`src/rtl/lcd_timing_pkg.sv`:
```
// Shared types and constants for the RGB LCD timing generator:
// pattern selection, colour-bar palette and common panel presets.
package lcd_timing_pkg;

  typedef enum logic [1:0] {
    PAT_EXT  = 2'd0,
    PAT_BARS = 2'd1,
    PAT_GRID = 2'd2,
    PAT_GREY = 2'd3
  } pat_sel_e;

  // Index 0 is the leftmost bar: white, yellow, cyan, green, magenta, red, blue, black.
  localparam logic [7:0][23:0] BAR_RGB = {
    24'h000000, 24'h0000FF, 24'hFF0000, 24'hFF00FF,
    24'h00FF00, 24'h00FFFF, 24'hFFFF00, 24'hFFFFFF
  };

  typedef struct packed {
    int unsigned h_sync;
    int unsigned h_back;
    int unsigned h_disp;
    int unsigned h_front;
    int unsigned v_sync;
    int unsigned v_back;
    int unsigned v_disp;
    int unsigned v_front;
  } lcd_timing_t;

  localparam lcd_timing_t LCD_4P3_800X480 = '{
    h_sync: 128, h_back: 88, h_disp: 800, h_front: 40,
    v_sync: 2,   v_back: 33, v_disp: 480, v_front: 10
  };

  localparam lcd_timing_t LCD_7P0_1024X600 = '{
    h_sync: 20, h_back: 140, h_disp: 1024, h_front: 160,
    v_sync: 3,  v_back: 20,  v_disp: 600,  v_front: 12
  };

endpackage

```
`src/rtl/lcd_pattern_gen.sv`:
```
// Combinational built-in test pattern source: colour bars, grid and solid grey
// computed from the display coordinate of the pixel currently on DE.
module lcd_pattern_gen #(
  parameter int unsigned CNT_W  = 11,
  parameter int unsigned PIX_W  = 24,
  parameter int unsigned H_DISP = 800
) (
  input  logic [CNT_W-1:0] x,
  input  logic [CNT_W-1:0] y,
  input  logic [1:0]       sel,
  output logic [PIX_W-1:0] rgb
);
  import lcd_timing_pkg::*;

  localparam int unsigned BW = H_DISP / 8;
  localparam int unsigned CW = PIX_W / 3;
  localparam logic [CW-1:0] MID = {1'b1, {(CW-1){1'b0}}};

  logic [2:0]    bar_idx;
  logic [23:0]   bar_c;
  logic [CW-1:0] r, g, b;
  logic          grid_on;

  // Bar index by threshold compare instead of a divide; x beyond 8*BW stays on bar 7.
  always_comb begin
    bar_idx = '0;
    for (int unsigned k = 1; k < 8; k++) begin
      if (x >= CNT_W'(k * BW)) bar_idx = 3'(k);
    end
  end

  assign bar_c   = BAR_RGB[bar_idx];
  assign grid_on = ((x & CNT_W'(31)) == '0) || ((y & CNT_W'(31)) == '0);

  always_comb begin
    r   = '0;
    g   = '0;
    b   = '0;
    rgb = '0;
    case (pat_sel_e'(sel))
      PAT_BARS: begin
        r = {CW{bar_c[23]}};
        g = {CW{bar_c[15]}};
        b = {CW{bar_c[7]}};
        rgb[PIX_W-1 -: 3*CW] = {r, g, b};
      end
      PAT_GRID: rgb = grid_on ? '1 : '0;
      PAT_GREY: rgb[PIX_W-1 -: 3*CW] = {MID, MID, MID};
      default:  rgb = '0;
    endcase
  end

endmodule

```
`src/rtl/lcd_timing_gen.sv`:
```
// Parametrised RGB LCD timing generator: HS/VS/DE with configurable porches,
// pixel requests issued REQ_LEAD cycles ahead of DE, optional test patterns.
module lcd_timing_gen #(
  parameter int unsigned H_SYNC   = 128,
  parameter int unsigned H_BACK   = 88,
  parameter int unsigned H_DISP   = 800,
  parameter int unsigned H_FRONT  = 40,
  parameter int unsigned V_SYNC   = 2,
  parameter int unsigned V_BACK   = 33,
  parameter int unsigned V_DISP   = 480,
  parameter int unsigned V_FRONT  = 10,
  parameter int unsigned CNT_W    = 11,
  parameter int unsigned PIX_W    = 24,
  parameter int unsigned REQ_LEAD = 2,
  parameter logic        HS_POL   = 1'b0,
  parameter logic        VS_POL   = 1'b0,
  parameter logic        DE_MODE  = 1'b1
) (
  input  logic             lcd_pclk,
  input  logic             rst,
  input  logic             en,
  input  logic [1:0]       pattern_sel,
  input  logic [PIX_W-1:0] pixel_data,
  output logic             data_req,
  output logic [CNT_W-1:0] pixel_xpos,
  output logic [CNT_W-1:0] pixel_ypos,
  output logic [CNT_W-1:0] h_disp,
  output logic [CNT_W-1:0] v_disp,
  output logic             frame_start,
  output logic             line_start,
  output logic             lcd_de,
  output logic             lcd_hs,
  output logic             lcd_vs,
  output logic [PIX_W-1:0] lcd_rgb,
  output logic             lcd_clk,
  output logic             lcd_bl,
  output logic             lcd_rst
);
  import lcd_timing_pkg::*;

  localparam int unsigned H_TOTAL = H_SYNC + H_BACK + H_DISP + H_FRONT;
  localparam int unsigned V_TOTAL = V_SYNC + V_BACK + V_DISP + V_FRONT;

  localparam logic [CNT_W-1:0] H_LAST = CNT_W'(H_TOTAL - 1);
  localparam logic [CNT_W-1:0] V_LAST = CNT_W'(V_TOTAL - 1);
  localparam logic [CNT_W-1:0] HS_END = CNT_W'(H_SYNC);
  localparam logic [CNT_W-1:0] VS_END = CNT_W'(V_SYNC);
  localparam logic [CNT_W-1:0] HA_BEG = CNT_W'(H_SYNC + H_BACK - REQ_LEAD);
  localparam logic [CNT_W-1:0] HA_END = CNT_W'(H_SYNC + H_BACK + H_DISP - REQ_LEAD);
  localparam logic [CNT_W-1:0] VA_BEG = CNT_W'(V_SYNC + V_BACK);
  localparam logic [CNT_W-1:0] VA_END = CNT_W'(V_SYNC + V_BACK + V_DISP);

  logic [CNT_W-1:0] h_cnt, v_cnt, h_nxt, v_nxt;
  logic             run, run_nxt, start, win;
  logic             hs_raw, vs_raw;
  pat_sel_e         pat_q;

  logic [REQ_LEAD-1:0]            de_sr, hs_sr, vs_sr;
  logic [REQ_LEAD-1:0][CNT_W-1:0] x_sr, y_sr;
  logic [PIX_W-1:0]               pat_rgb;

  // Idle holds the counters at (0,0); a start (from idle or at wrap) re-enters (0,0).
  always_comb begin
    h_nxt   = h_cnt;
    v_nxt   = v_cnt;
    run_nxt = run;
    start   = 1'b0;
    if (!run) begin
      if (en) begin
        run_nxt = 1'b1;
        start   = 1'b1;
      end
    end else if (h_cnt == H_LAST) begin
      h_nxt = '0;
      if (v_cnt == V_LAST) begin
        v_nxt   = '0;
        run_nxt = en;
        start   = en;
      end else begin
        v_nxt = v_cnt + CNT_W'(1);
      end
    end else begin
      h_nxt = h_cnt + CNT_W'(1);
    end
  end

  assign win = run_nxt && (v_nxt >= VA_BEG) && (v_nxt < VA_END)
                       && (h_nxt >= HA_BEG) && (h_nxt < HA_END);

  always_ff @(posedge lcd_pclk) begin
    if (rst) begin
      h_cnt       <= '0;
      v_cnt       <= '0;
      run         <= 1'b0;
      frame_start <= 1'b0;
      line_start  <= 1'b0;
      data_req    <= 1'b0;
      pixel_xpos  <= '0;
      pixel_ypos  <= '0;
      hs_raw      <= 1'b0;
      vs_raw      <= 1'b0;
      pat_q       <= PAT_EXT;
      de_sr       <= '0;
      hs_sr       <= '0;
      vs_sr       <= '0;
      x_sr        <= '0;
      y_sr        <= '0;
    end else begin
      h_cnt       <= h_nxt;
      v_cnt       <= v_nxt;
      run         <= run_nxt;
      frame_start <= start;
      line_start  <= win && (h_nxt == HA_BEG);
      data_req    <= win;
      pixel_xpos  <= win ? h_nxt - HA_BEG : '0;
      pixel_ypos  <= win ? v_nxt - VA_BEG : '0;
      hs_raw      <= run_nxt && (h_nxt < HS_END);
      vs_raw      <= run_nxt && (v_nxt < VS_END);
      if (frame_start) pat_q <= pat_sel_e'(pattern_sel);
      de_sr[0] <= data_req;
      hs_sr[0] <= hs_raw;
      vs_sr[0] <= vs_raw;
      x_sr[0]  <= pixel_xpos;
      y_sr[0]  <= pixel_ypos;
      for (int unsigned i = 1; i < REQ_LEAD; i++) begin
        de_sr[i] <= de_sr[i-1];
        hs_sr[i] <= hs_sr[i-1];
        vs_sr[i] <= vs_sr[i-1];
        x_sr[i]  <= x_sr[i-1];
        y_sr[i]  <= y_sr[i-1];
      end
    end
  end

  lcd_pattern_gen #(
    .CNT_W  (CNT_W),
    .PIX_W  (PIX_W),
    .H_DISP (H_DISP)
  ) u_pattern (
    .x   (x_sr[REQ_LEAD-1]),
    .y   (y_sr[REQ_LEAD-1]),
    .sel (pat_q),
    .rgb (pat_rgb)
  );

  // Upstream data arrives exactly on the DE cycle, so the final mux is combinational.
  assign lcd_de  = de_sr[REQ_LEAD-1];
  assign lcd_rgb = lcd_de ? ((pat_q == PAT_EXT) ? pixel_data : pat_rgb) : '0;
  assign lcd_hs  = (!DE_MODE && hs_sr[REQ_LEAD-1]) ? HS_POL : ~HS_POL;
  assign lcd_vs  = (!DE_MODE && vs_sr[REQ_LEAD-1]) ? VS_POL : ~VS_POL;

  assign h_disp  = CNT_W'(H_DISP);
  assign v_disp  = CNT_W'(V_DISP);
  assign lcd_clk = lcd_pclk;
  assign lcd_bl  = ~rst;
  assign lcd_rst = ~rst;

endmodule

```
`config.mk`:
```
export PLATFORM = sky130hd
export DESIGN_NAME = lcd_timing_gen
export DESIGN_NICKNAME = d
export VERILOG_FILES = /design/src/rtl/lcd_timing_pkg.sv /design/src/rtl/lcd_pattern_gen.sv /design/src/rtl/lcd_timing_gen.sv
export SDC_FILE = /design/constraint.sdc
export NUM_CORES = 1
export LEC_CHECK = 0
export ABC_AREA = 1
export CORE_UTILIZATION = 50
export DETAILED_ROUTE_END_ITERATION = 10
export PLACE_DENSITY = 0.78
export SETUP_SLACK_MARGIN = 0.15
export SYNTH_ARGS = -nofsm -noshare
export SYNTH_HDL_FRONTEND = slang
export SYNTH_HIERARCHICAL = 1
export SYNTH_SLANG_ARGS = --single-unit
```
`constraint.sdc`:
```
create_clock -name lcd_pclk -period 4.25 [get_ports lcd_pclk]
set_input_delay 0.85 -clock lcd_pclk [delete_from_list [all_inputs] [get_ports lcd_pclk]]
set_output_delay 0.85 -clock lcd_pclk [all_outputs]
set_load 0.05 [all_outputs]
```
==> flow_metrics.tcl, run 1 <==
set metrics [dict create \
    dr_total_vias 4371 \
    seqPwrFrac_pct 48.1 \
    first_pass_iters 5 \
    grt_pass1_wl_mm 17.7 \
    final_common_cell "nor2_1" \
    cts_hold_buf 0 \
    skew_ns 0.0140 \
    grt_usage_pct 22.1 \
    final_area_um2 5820 \
    drive_gt1_share_pct 12.0 \
    antenna_found_initial 0 \
    power.total_mw 1.66 \
    cts_setup_buffers 0 \
    crit_type "clk -> out" \
    fill_cells 845 \
    fin_nets 811 \
    crit_path_end_kind "output port" \
    start_util_pct 52.7 \
    worst_pin_slew_ns 0.669 \
    ys.warnings.count 6 \
    cpPeakStageDelay_ns 0.69 \
    relSlewSlack_pct 55.4 \
    p_sw_share_pct 28.4 \
    seqCellArea_um2 1680 \
    antennaDiodeCount 0 \
    clk_latency_ns 0.47 \
    hold_viol_final 0 \
    grt_pass1_vias 4004 \
    required_ns 3.40 \
    die_area_um2 10300 \
    totalWireLength_mm 10.7 \
    cp_max_fo 2 \
    io_buffers 81 \
    busiest_layer "met2" \
    grt_use_met1_pct 24.6 \
    ctsResizeCount 0 \
    worst_path_most_repeated_cell "clkbuf_8" \
    crit_slowest_cell "clkdlybuf4s50_1" \
    via_per_inst 4.80 \
    max_cap_violations 0 \
    drc 0 \
    worstPathArrival_ns 3.03 \
    grt_max_degree 57 \
    post_dp_cell_area_um2 5580 \
    die_x_um 102 \
    critPathLaunchType "clock port" \
    cts_tree "done" \
    grt_util_met3_pct 4.69 \
    grt_use_met2_pct 39.8 \
    status "finished clean" \
    p_int_mw 1.19 \
    die_y_um 102 \
    io-pin-count 106 \
    power.density_nw_per_um2 284 \
    area_growth_pct 17.3 \
    vdd_ir_drop_max_mv 0.193 \
    syn_avg_cell_area_um2 6.88 \
    setup-tns-final_ns 0 \
    path_clk_slew_ns 0.09 \
    leakage_nw 2.64 \
    dpl.hpwl_mm 8.28 \
    p_sw_uw 470 \
    mostFrequentLayoutCells "149 x nor2_1, 125 x nand2_1, 103 x inv_1" \
    design.core.area_um2 9420 \
    crit_chain "clkbuf_8 -> clkbuf_8 -> clkdlybuf4s50_1" \
    utilization_pct 61.8 \
    place.gp.congestion 0.928 \
    multi_input_area_um2 2480 \
    finalMaxSlewViolations 0 \
    hold_class "reg -> reg" \
    rsz0062_at_grt "no" \
    wire_per_inst_um 11.8 \
    drt_iter0_drc 217 \
    row_count 35 \
    synthesis.area_um2 4960 \
    setup_viol 0 \
    clock_power_share_pct 42.6 \
    synthCells 721 \
    comb_power_share_pct 9.3 \
    overflow 0 \
    antenna_left 0 \
]
-- worst paths after layout --
check        cells past startpoint                 from                        to  slack (ns)
min                              2   x_sr[6]$_SDFF_PP0_       x_sr[17]$_SDFF_PP0_        0.40
max reg2reg                     17  h_cnt[0]$_SDFF_PP0_  pixel_ypos[6]$_SDFF_PP0_        1.03
min reg2reg                      2   x_sr[6]$_SDFF_PP0_       x_sr[17]$_SDFF_PP0_        0.40
max                              3             lcd_pclk                   lcd_clk        0.37
-- per-layer routing --
layer | vias to the layer above | share of wire [%] | wire, µm
met3 | 23 | 6.3 | 675
met5 | - | 0 | 0
met1 | 1935 | 41 | 4410
met2 | 162 | 50 | 5390
li1 | 2251 | - | -
met4 | 0 | 2.3 | 247
-- metrics by stage --
step | cells | worst slack, ns | hold WS (ns)
after detailed placement | 892 | 0.603 | 0.393
after global placement | 892 | 0.603 | 0.390
after floorplan | 743 | 1.11 | 0.388
after global routing | 911 | 0.346 | 0.418
after CTS | 911 | 0.358 | 0.401
final | 911 | 0.365 | 0.400
-- registers in the layout (all words and copies together), names as in the netlist --
name and count:
line_start 1, y_sr 10, data_req 1, de_sr 2
pixel_xpos 11, pat_q 2, x_sr 22, h_cnt 11
run 1, frame_start 1, pixel_ypos 11, v_cnt 11
-- final cells by class --
type                       count  area share, %
clock buffer                  14           3.07
clock inverter                 6           1.23
inverter                     114           7.35
multi-input combinational    481           42.6
sequential                    84           28.9
tap                          129           2.77
timing repair buffer          83           14.1
-- critical path, delay by kind of cell --
kind / cells / cell delay, ns
buffers and inverters: 3 / 0.92
-- power by group through the flow --
stage / clock [mW] / combinational [mW] / sequential, mW
floorplan: 0.0507 / 0.152 / 0.815
global placement: 0.0543 / 0.153 / 0.814
detailed placement: 0.0543 / 0.155 / 0.814
CTS: 0.722 / 0.155 / 0.796
global route: 0.758 / 0.168 / 0.796
finish: 0.705 / 0.154 / 0.795
Note: power is estimated with default switching activity, not from simulation.
==> run 2: changes to the inputs <==
--- a/config.mk
+++ b/config.mk
@@ -6,9 +6,8 @@
 export NUM_CORES = 1
 export LEC_CHECK = 0
 export ABC_AREA = 1
-export CORE_UTILIZATION = 50
+export CORE_UTILIZATION = 30
 export DETAILED_ROUTE_END_ITERATION = 10
-export PLACE_DENSITY = 0.78
 export SETUP_SLACK_MARGIN = 0.15
 export SYNTH_ARGS = -nofsm -noshare
 export SYNTH_HDL_FRONTEND = slang
==> run 2 against run 1 <==
Compared with the run above: clock skew down 0.0082 ns; core utilization fell by 24 points; critical path depth did not move; first-iteration DRC count grew 3.2%; non-clock buffer count is the same; worst setup slack worse by 0.029 ns; routed wire length grew 0.17%; via count decreased by 3.0%; global-route usage fell by 8.7 points; final cell count increased by 9.5%.
==> flow_metrics.tcl, run 2 (synthesized netlist as in run 1, its figures left out) <==
set metrics [dict create \
    totalWireLength_mm 10.7 \
    p_sw_uw 486 \
    final_area_um2 6070 \
    dp_cells 979 \
    wl_met1_mm 4.81 \
    dpl.hpwl_mm 8.16 \
    cp_max_fo 2 \
    worst_slack_ns 0.336 \
    r2r-start "h_cnt[0]$_SDFF_PP0_" \
    fin_nets 811 \
    largest-register "x_sr" \
    grt_pass1_vias 3930 \
    setup_viol 0 \
    drt_iter0_drc 224 \
    io_buffers 81 \
    required_ns 3.40 \
    place.gp.congestion 0.833 \
    route.met3.wl_um 763 \
    relSlewSlack_pct 52.5 \
    skew_ns 0.00571 \
    crit_path_end_kind "output port" \
    final_common_cell "nor2_1" \
    post_dp_cell_area_um2 5690 \
    mostFrequentLayoutCells "149 x nor2_1, 125 x nand2_1, 103 x inv_1" \
    stdcell_count 998 \
    largest_register_ffs 22 \
    power.density_nw_per_um2 318 \
    drive_gt1_share_pct 12.0 \
    die_y_um 131 \
    antenna_found_initial 0 \
    antennaDiodeCount 0 \
    die_area_um2 17100 \
    finalMaxSlewViolations 0 \
    overflow 0 \
    path_clk_slew_ns 0.06 \
    io-pin-count 106 \
    cts_tree "done" \
    row_count 46 \
    status "finished clean" \
    via_per_inst 4.25 \
    grt_pass1_wl_mm 17.6 \
    leakage_nw 2.71 \
    rsz0062_at_grt "no" \
    grt_usage_pct 13.3 \
    wire_per_inst_um 10.8 \
    p_int_mw 1.44 \
    cts_hold_buf 0 \
    dr_total_vias 4241 \
    top_layer "met4" \
    critPathLaunchType "clock port" \
    area_growth_pct 22.3 \
    design.core.area_um2 16000 \
    start_util_pct 31.0 \
    worstPathArrival_ns 3.06 \
    hold_slack_ns 0.399 \
    drc 0 \
    clock_power_share_pct 50.7 \
    crit_start "lcd_pclk" \
    wl_met2_mm 4.96 \
    setup-tns-final_ns 0 \
    worst_pin_slew_ns 0.712 \
    first_pass_iters 5 \
    max_cap_violations 0 \
    dp_slack_ns 0.603 \
    clk_latency_ns 0.45 \
    cts_setup_buffers 0 \
    comb_power_share_pct 8.0 \
    seqPwrFrac_pct 41.3 \
    hold_path.startpoint "y_sr[3]$_SDFF_PP0_" \
    hold_class "reg -> reg" \
    ctsResizeCount 0 \
    p_sw_share_pct 25.2 \
    crit_type "clk -> out" \
    hold_viol_final 0 \
    grt_max_degree 57 \
    die_x_um 131 \
    antenna_left 0 \
    vdd_ir_drop_max_mv 0.200 \
]
[run 2: cell types whose count changed in the layout (fill, tap and decap cells not counted), sizes merged]
cell / delta
clkbuf: +1
clkinv: +1
clkinvlp: -1
inv: -1
[run 2: layer usage]
layer	up-vias	global-route usage, %
li1	2248	-
met1	1847	15.4
met2	127	23.0
met3	19	3.99
met4	0	5.41
met5	-	0
[run 2: critical path, cell delays in order]
cell and delay, ns:
clkbuf_16 0.12, clkbuf_16 0.13, clkdlybuf4s50_1 0.69
[run 2: path summary, 6_finish.rpt]
| kind | slack [ns] | to | cells past startpoint |
|---|---|---|---|
| max | 0.34 | lcd_clk | 3 |
| min | 0.40 | y_sr[14]$_SDFF_PP0_ | 2 |
| max reg2reg | 1.06 | pixel_ypos[5]$_SDFF_PP0_ | 17 |
| min reg2reg | 0.40 | y_sr[14]$_SDFF_PP0_ | 2 |
[run 2: final cells by class]
| cell class | instances | area [µm²] |
|---|---|---|
| clock buffer | 15 | 328 |
| clock inverter | 5 | 60.1 |
| fill | 1707 | 9930 |
| inverter | 114 | 428 |
| multi-input combinational | 481 | 2480 |
| sequential | 84 | 1680 |
| tap | 216 | 270 |
| timing repair buffer | 83 | 818 |
[run 2: stage by stage]
stage	util, %	power (mW)
2_1_floorplan	-	1.02
3_3_place_gp	35.5	1.02
3_5_place_dp	35.5	1.02
4_1_cts	37.9	1.96
5_1_grt	37.9	2.01
6_report	37.9	1.93
[run 2: power groups by stage]
stage | clock [mW] | sequential [mW] | combinational, mW
after global routing | 1.04 | 0.797 | 0.170
after global placement | 0.0543 | 0.814 | 0.156
after floorplan | 0.0507 | 0.815 | 0.152
after CTS | 1.01 | 0.796 | 0.156
final | 0.978 | 0.797 | 0.155
after detailed placement | 0.0543 | 0.814 | 0.155
